<file path="config.mk">
export PLATFORM = sky130hd
export DESIGN_NAME = multi_candidate_voting_machine
export DESIGN_NICKNAME = d
export VERILOG_FILES = /design/src/rtl/multi_candidate_voting_machine.sv
export SDC_FILE = /design/constraint.sdc
export NUM_CORES = 1
export LEC_CHECK = 0
export ABC_AREA = 1
export CAP_MARGIN = 20
export CORE_UTILIZATION = 54
export DETAILED_ROUTE_END_ITERATION = 12
export PLACE_DENSITY = 0.78
export SLEW_MARGIN = 10
export SYNTH_ARGS = -nofsm -noshare
export SYNTH_HDL_FRONTEND = slang
export SYNTH_SLANG_ARGS = --single-unit
</file>
<file path="constraint.sdc">
create_clock -name clk -period 3.03 [get_ports clk]
set_input_delay 0.303 -clock clk [delete_from_list [all_inputs] [get_ports clk]]
set_output_delay 0.303 -clock clk [all_outputs]
set_load 0.01 [all_outputs]
</file>
<file path="src/rtl/multi_candidate_voting_machine.sv">
// N-candidate voting core: edge-detected presses, saturating tallies, open/close FSM and winner scan.
// Optional post-vote lockout window is enabled by defining VOTE_LOCKOUT_EN.
module multi_candidate_voting_machine #(
    parameter int N_CAND         = 4,
    parameter int COUNT_W        = 8,
    parameter int LOCKOUT_CYCLES = 4,
    localparam int WIN_W         = $clog2(N_CAND)
) (
    input  logic                        clk,
    input  logic                        reset_n,
    input  logic                        start,
    input  logic                        close,
    input  logic [N_CAND-1:0]           vote,
    output logic [N_CAND*COUNT_W-1:0]   counts,
    output logic [COUNT_W-1:0]          total,
    output logic [COUNT_W-1:0]          invalid,
    output logic [1:0]                  state,
    output logic [WIN_W-1:0]            winner,
    output logic                        tie,
    output logic                        result_valid,
    output logic                        locked
);

    typedef enum logic [1:0] {
        S_IDLE  = 2'd0,
        S_OPEN  = 2'd1,
        S_TALLY = 2'd2,
        S_DONE  = 2'd3
    } state_t;

    localparam logic [COUNT_W-1:0] SAT = '1;

    state_t             r_state;
    state_t             w_state_next;
    logic [N_CAND-1:0]  r_vote_q;
    logic [COUNT_W-1:0] r_counts [N_CAND];
    logic [COUNT_W-1:0] r_total;
    logic [COUNT_W-1:0] r_invalid;
    logic [COUNT_W-1:0] r_max;
    logic [WIN_W-1:0]   r_winner;
    logic [WIN_W-1:0]   r_scan_idx;
    logic               r_tie;

    logic               w_press_any;
    logic               w_single;
    logic               w_eligible;
    logic               w_start_ok;
    logic               w_close_ok;
    logic               w_scan_last;
    logic               w_locked;
    logic [COUNT_W-1:0] w_scan_cnt;

    assign w_press_any = |(vote & ~r_vote_q);
    // Exactly one bit set: non-zero and clearing the lowest set bit leaves nothing.
    assign w_single    = (vote != '0) && ((vote & (vote - N_CAND'(1))) == '0);
    assign w_eligible  = (r_state == S_OPEN) && w_press_any && !w_locked;
    assign w_start_ok  = start && ((r_state == S_IDLE) || (r_state == S_DONE));
    assign w_close_ok  = close && (r_state == S_OPEN);
    assign w_scan_last = (r_scan_idx == WIN_W'(N_CAND - 1));
    assign w_scan_cnt  = r_counts[r_scan_idx];

    always_ff @(posedge clk) begin
        if (!reset_n) begin
            r_state <= S_IDLE;
        end else begin
            r_state <= w_state_next;
        end
    end

    always_comb begin
        w_state_next = r_state;
        case (r_state)
            S_IDLE:  if (start) w_state_next = S_OPEN;
            S_OPEN:  if (close) w_state_next = S_TALLY;
            S_TALLY: if (w_scan_last) w_state_next = S_DONE;
            S_DONE:  if (start) w_state_next = S_OPEN;
            default: w_state_next = S_IDLE;
        endcase
    end

    always_ff @(posedge clk) begin
        if (!reset_n) begin
            r_vote_q   <= '0;
            r_total    <= '0;
            r_invalid  <= '0;
            r_max      <= '0;
            r_winner   <= '0;
            r_scan_idx <= '0;
            r_tie      <= 1'b0;
            for (int i = 0; i < N_CAND; i++) r_counts[i] <= '0;
        end else begin
            r_vote_q <= vote;
            if (w_start_ok) begin
                r_total   <= '0;
                r_invalid <= '0;
                r_winner  <= '0;
                r_tie     <= 1'b0;
                for (int i = 0; i < N_CAND; i++) r_counts[i] <= '0;
            end else if (w_eligible) begin
                if (w_single) begin
                    for (int i = 0; i < N_CAND; i++) begin
                        if (vote[i] && (r_counts[i] != SAT)) r_counts[i] <= r_counts[i] + COUNT_W'(1);
                    end
                    if (r_total != SAT) r_total <= r_total + COUNT_W'(1);
                end else if (r_invalid != SAT) begin
                    r_invalid <= r_invalid + COUNT_W'(1);
                end
            end
            // Scan starts from max=0; an all-zero field therefore ends with tie set and winner 0.
            if (w_close_ok) begin
                r_scan_idx <= '0;
                r_max      <= '0;
                r_winner   <= '0;
                r_tie      <= 1'b0;
            end else if (r_state == S_TALLY) begin
                if (w_scan_cnt > r_max) begin
                    r_max    <= w_scan_cnt;
                    r_winner <= r_scan_idx;
                    r_tie    <= 1'b0;
                end else if (w_scan_cnt == r_max) begin
                    r_tie <= 1'b1;
                end
                r_scan_idx <= r_scan_idx + WIN_W'(1);
            end
        end
    end

`ifdef VOTE_LOCKOUT_EN
    localparam int LK_W = $clog2(LOCKOUT_CYCLES + 1);
    logic [LK_W-1:0] r_lock_cnt;

    always_ff @(posedge clk) begin
        if (!reset_n || w_close_ok) begin
            r_lock_cnt <= '0;
        end else if (w_eligible) begin
            r_lock_cnt <= LK_W'(LOCKOUT_CYCLES);
        end else if (r_lock_cnt != '0) begin
            r_lock_cnt <= r_lock_cnt - LK_W'(1);
        end
    end

    assign w_locked = (r_lock_cnt != '0);
`else
    // No lockout in this build; the parameter is only referenced to keep it visibly used.
    assign w_locked = (LOCKOUT_CYCLES < 0);
`endif

    for (genvar g = 0; g < N_CAND; g++) begin : g_counts
        assign counts[g*COUNT_W +: COUNT_W] = r_counts[g];
    end

    assign total        = r_total;
    assign invalid      = r_invalid;
    assign state        = r_state;
    assign winner       = r_winner;
    assign tie          = r_tie;
    assign result_valid = (r_state == S_DONE);
    assign locked       = w_locked;

endmodule

</file>
* Word level (Yosys, flattened, before mapping) *
Memory sizes are Yosys's and may differ from the RTL's. A register that Yosys moved wholly into a read port is not among the register bits.
Index checks and enable logic that the tools add are counted.

word-level totals
  register bits = 35
  bits in writable memories = 32
  bits of input ports = 8
  output and inout bits = 55
  memories kept = 1

operators by class
  add/sub/neg operators = 8
  $lt $le $gt $ge = 1
  equal/unequal tests = 14
  multiplexer cells = 49
  bitwise gates (word level) = 13
  reductions and logical operators = 20

memory list
  name      depth  width  rd ports  clocked after Yosys merged registers in  wr ports  RTL line  source
  r_counts  4      8      5         1                                        4         36        logic [COUNT_W-1:0] r_counts [N_CAND];

operator list
  cell                                                                   count
  8-bit two-way mux                                                      8
  8-bit by 1-bit adder with 8-bit output, second input constant          6
  8-bit != test, second input constant                                   6
  1-bit two-way mux                                                      32
  2-bit two-way mux                                                      8
  3-bit AND reduction                                                    3
  4-bit AND                                                              2
  8-bit equality test                                                    1
  8-bit > comparator                                                     1
  1-bit logical AND                                                      8
  1-bit OR                                                               8
  2-bit equality test, second input constant                             3
  2-bit one-hot mux with 3 select lines                                  1
  2-bit OR reduction                                                     3
  4-bit zero test                                                        1
  2-bit != test, second input constant                                   2
  4-bit inverter                                                         1
  4-bit nonzero test                                                     1
  4-bit OR reduction                                                     1
  4-bit by 1-bit subtractor with 4-bit output, second input constant     1
  2-bit by 1-bit adder with 2-bit output, second input constant          1
  2-bit by 1-bit equality test with 1-bit output, second input constant  1
  2-bit zero test                                                        1
  2-bit by 1-bit != test with 1-bit output, second input constant        1
  other kinds (3)                                                        4

* Longest topological paths before layout *
  depth after elaboration = 10
  mapped depth = 16

* Least setup slack after synthesis *
Ideal clock, no wire load.

  path type = register to register
  from = register with a tool-made name
  to = register r_winner[1], in the netlist winner[1]
  arrival time = 2.174 ns
  setup slack = 0.738 ns
  stages on the path, launching flop included = 15
  buffers on the path = 2
  cell sequence = dfxtp_1 -> clkinv_1 -> clkbuf_1 -> o21ai_0 -> o22ai_1 -> ha_1 -> a21oi_1 -> nor2_1 -> nor2_1 -> nand3_1 -> nand2_1 -> inv_1 -> buf_2 -> a21oi_1 -> nor2_1

RTL lines
  what                  RTL line  source
  to (signal assigned)  118       r_winner <= r_scan_idx;
  to (decl)             40        logic [WIN_W-1:0] r_winner;

==> flow_summary.rst <==
.. list-table::
   :header-rows: 1

   * - Metric
     - Value
   * - Final Worst Setup Slack
     - 0.3540 ns
   * - Via count
     - 3,538
   * - Worst skew pair latency
     - 0.35 ns
   * - Share of final-layout standard cells stronger than drive strength 1
     - 5.516%
   * - Number of buffers inserted for hold repair after clock tree synthesis
     - 0
   * - First-pass GRT wire length
     - 14,900 um
   * - Post-DR wirelength/cell
     - 13.70 um
   * - Hold Crit Class
     - reg -> reg
   * - Post-layout min period
     - 2.676 ns
   * - Syn-to-layout area delta
     - 23.53%
   * - Type of origin of the critical path
     - flop
   * - Ratio of total power to cell area
     - 700.9 nW/um^2
   * - TritonCTS clock tree
     - built
   * - Req. time, crit path
     - 3.27 ns
   * - Number of nets in the final layout
     - 583
   * - Hold Crit Endpoint
     - r_max[5]$_SDFFE_PP0P_
   * - Number of global-route vias before repair
     - 3,261
   * - Number of input and output port buffers inserted
     - 61
   * - Highest routed metal layer
     - met4
   * - Post-Synthesis Cell Area
     - 3802 um^2
   * - Antenna diode instance count
     - 0
   * - Outcome
     - finished, final reports clean
   * - Slowest cell on the critical path
     - dfxtp_1
   * - Sequential-to-total area share from yosys stat
     - 42.65%
   * - Worst slew margin
     - 59.15%
   * - Most used cell, CP
     - nand2_1
   * - Setup fix buffers added after clock tree synthesis
     - 0
   * - Cells on Worst Hold Path
     - 2
   * - Terminus of the critical flop-to-flop path
     - r_max[1]$_SDFFE_PP0P_
   * - Core area
     - 6794 um^2
   * - DP Wirelength
     - 6603 um
   * - Worst-path fanout max
     - 18
   * - Most frequent cells in the layout
     - nand2_1, nor2_1, clkdlybuf4s50_1
   * - Arrival time at the worst endpoint
     - 2.92 ns
   * - H-tree levels
     - 3
   * - Worst IR Drop VDD
     - 299.8 uV
   * - Post-synthesis net count
     - 519
   * - Routability Congestion
     - 0.8836
   * - Global routing usage summed across all routing layers
     - 25.93%
   * - Initial cell density of the core
     - 55.97%
   * - Num ports
     - 63
   * - Depth of the worst register-to-register path
     - 15
   * - Max Transition Viols Final
     - 0
   * - Global route overflow
     - 0
   * - Leading cell type in the layout, fill and taps excluded
     - nand2_1
   * - Number of violations reported at the end of detailed-routing iteration 0
     - 230
   * - Number of cells upsized or downsized after cts
     - 0
   * - FF+latch count, synth
     - 69
   * - Count of final hold-check violations
     - 0
   * - Worst path cell trace
     - clkinv_1 > o21ai_0 > a21oi_1 > a21oi_1 > ha_1 > nand2_1 > inv_1 > o21ai_0 > nand2_1 > nand2_1 > nand3_1 > nand2_1 > inv_1 > nor2_1 > nor2_1
   * - Cell leakage power
     - 1.839 nW
   * - Sequential standard cell area
     - 1622 um^2
   * - Cell count after placement
     - 642
   * - Highest cell delay on the worst timing path
     - 0.34 ns
   * - Routed metal-1 wire length
     - 3814 um
   * - Area of placed instances
     - 4492 um^2
   * - Num Clock Sinks
     - 69
   * - Max-Cap Viols
     - 0
   * - Setup slack, reg-to-reg
     - 0.35 ns
   * - Max Clock Skew
     - 0.007292 ns
   * - Setup slack at placement
     - 0.4756 ns
   * - Mapped Cells
     - 493
   * - Die width
     - 85.92 um
   * - Post-route cell area
     - 4697 um^2
   * - Endpoint kind of the worst setup timing path
     - flop
   * - Number of standard-cell rows in the floorplan
     - 30
   * - Setup TNS after final layout
     - 0 ns
   * - Total die area
     - 7381 um^2
   * - Startpoint of the worst hold path
     - r_max[5]$_SDFFE_PP0P_
   * - Die height
     - 85.92 um
   * - Remaining DRCs
     - 0
   * - # setup viols final
     - 0
   * - Number of buffers added by the clock tree synthesis step
     - 9
   * - Maximum clock path buffer count
     - 2
   * - Pin count of the biggest net entering global routing
     - 19
   * - # fillers
     - 581
   * - First-pass detailed-route iteration total
     - 5
   * - Final worst-path cycle share
     - 88.32%
   * - Post-Layout Cell Count
     - 658
   * - Sum of met3 wire segment lengths after detailed routing
     - 580 um
   * - Met2 WL
     - 4339 um
   * - Number of nets with antenna violations after detailed routing
     - 0
   * - Fin Hold WS
     - 0.4696 ns
   * - Post-Route WL
     - 9017 um
   * - Max Freq
     - 373.7 MHz
   * - Slew at the pin closest to its max-slew limit
     - 0.6127 ns
   * - Unique masters post-synth
     - 37
   * - WS Path Type
     - reg -> reg
   * - Footprint of the multi-input gates
     - 1881 um^2
   * - Unrepaired setup endpoints after global routing
     - no
   * - Clock root buffer
     - clkbuf_8
   * - Number of antenna violations at the first check in global routing
     - 0
   * - Synthesis Warnings
     - 0
   * - Avg Inst Size Synth
     - 7.713 um^2
   * - Via density
     - 5.377
   * - Clock Pin Slew Worst Setup and Hold Paths
     - 0.08 ns
-- how the worst max path moves through the flow --
| stage | startpoint | endpoint | cells after the start |
|---|---|---|---|
| finish | flop | r_max[1]$_SDFFE_PP0P_ | 15 |
| global route | flop | r_max[7]$_SDFFE_PP0P_ | 12 |
| CTS | flop | r_max[1]$_SDFFE_PP0P_ | 11 |
| detailed placement | flop | winner[1]$_SDFF_PP0_ | 11 |
| global placement | vote[1] | r_counts[3][1]$_SDFFCE_PN0P_ | 9 |
| floorplan | flop | winner[1]$_SDFF_PP0_ | 14 |
-- synth_stat cells, drive strengths merged --
cell	n	area (um^2)
a21oi	41	209.0
a31oi	3	18.77
a32o	1	10.01
buf	8	56.29
clkbuf	4	15.01
clkinv	1	3.750
conb	1	3.750
dfxtp	45	900.9
edfxtp	24	720.7
ha	18	225.2
inv	60	225.2
nand2	94	357.8
nand3	36	200.2
nand3b	2	15.01
nand4	7	43.79
nor2	76	295.3
nor3	6	41.29
nor3b	5	42.54
nor4	2	12.51
o2111ai	1	15.01
o21ai	29	152.7
o21bai	1	7.510
o22ai	6	37.54
o31a	1	8.760
xnor2	10	87.58
xor2	11	96.34
-- through the flow --
step	total power [mW]	utilization [%]
detailed placement	2.483	66.11
global route	3.501	69.13
finish	3.292	69.13
global placement	2.439	66.11
floorplan	2.043	-
CTS	3.296	69.13
-- sequential cells by signal, indices dropped and copies added, names as in the netlist, named ones only --
name	cells
r_vote_q	4
state	2
tie	1
r_max	8
r_counts	32
invalid	8
total	8
winner	2
r_scan_idx	2
-- critical path, delay by kind of cell (launching register included) --
kind / cells / cell delay (ns)
AND/OR/NAND/NOR: 7 / 0.73
AO/OA/AOI/OAI: 4 / 0.60
buffers and inverters: 3 / 0.60
flip-flops: 1 / 0.34
adder cells (fa/ha/maj): 1 / 0.29
-- per-layer routing --
metal	GRT usage (%)	vias to the layer above
met5	0	-
met4	13.79	0
met3	5.197	27
met2	44.73	115
met1	30.33	1633
li1	-	1763
-- final cells by class --
class	count	share of cell area (%)
Tap cell	96	2.557
Timing Repair Buffer	65	13.64
Inverter	61	4.875
Sequential cell	69	34.52
Clock inverter	6	1.652
Multi-Input combinational cell	351	40.04
Clock buffer	10	2.717
-- kinds of logic (layout without fill, tap and decap cells) --
family | after synthesis | after routing | synth area share, %
AOI/OAI and AO/OA | 83 | 83 | 12.08
xor gates and xnor gates | 21 | 21 | 4.837
adders and majority gates | 18 | 18 | 5.923
buffers and inverters | 73 | 142 | 7.897
DFF | 69 | 69 | 42.65
other | 1 | 1 | 0.09862
and+or+nand+nor | 228 | 228 | 26.52
-- where the power goes --
group / total (mW) / internal, mW / switching (mW)
registers: 1.30 / 1.12 / 0.173
logic: 1.19 / 0.494 / 0.694
clock network: 0.809 / 0.455 / 0.353
(Power assumes the default switching activity.)
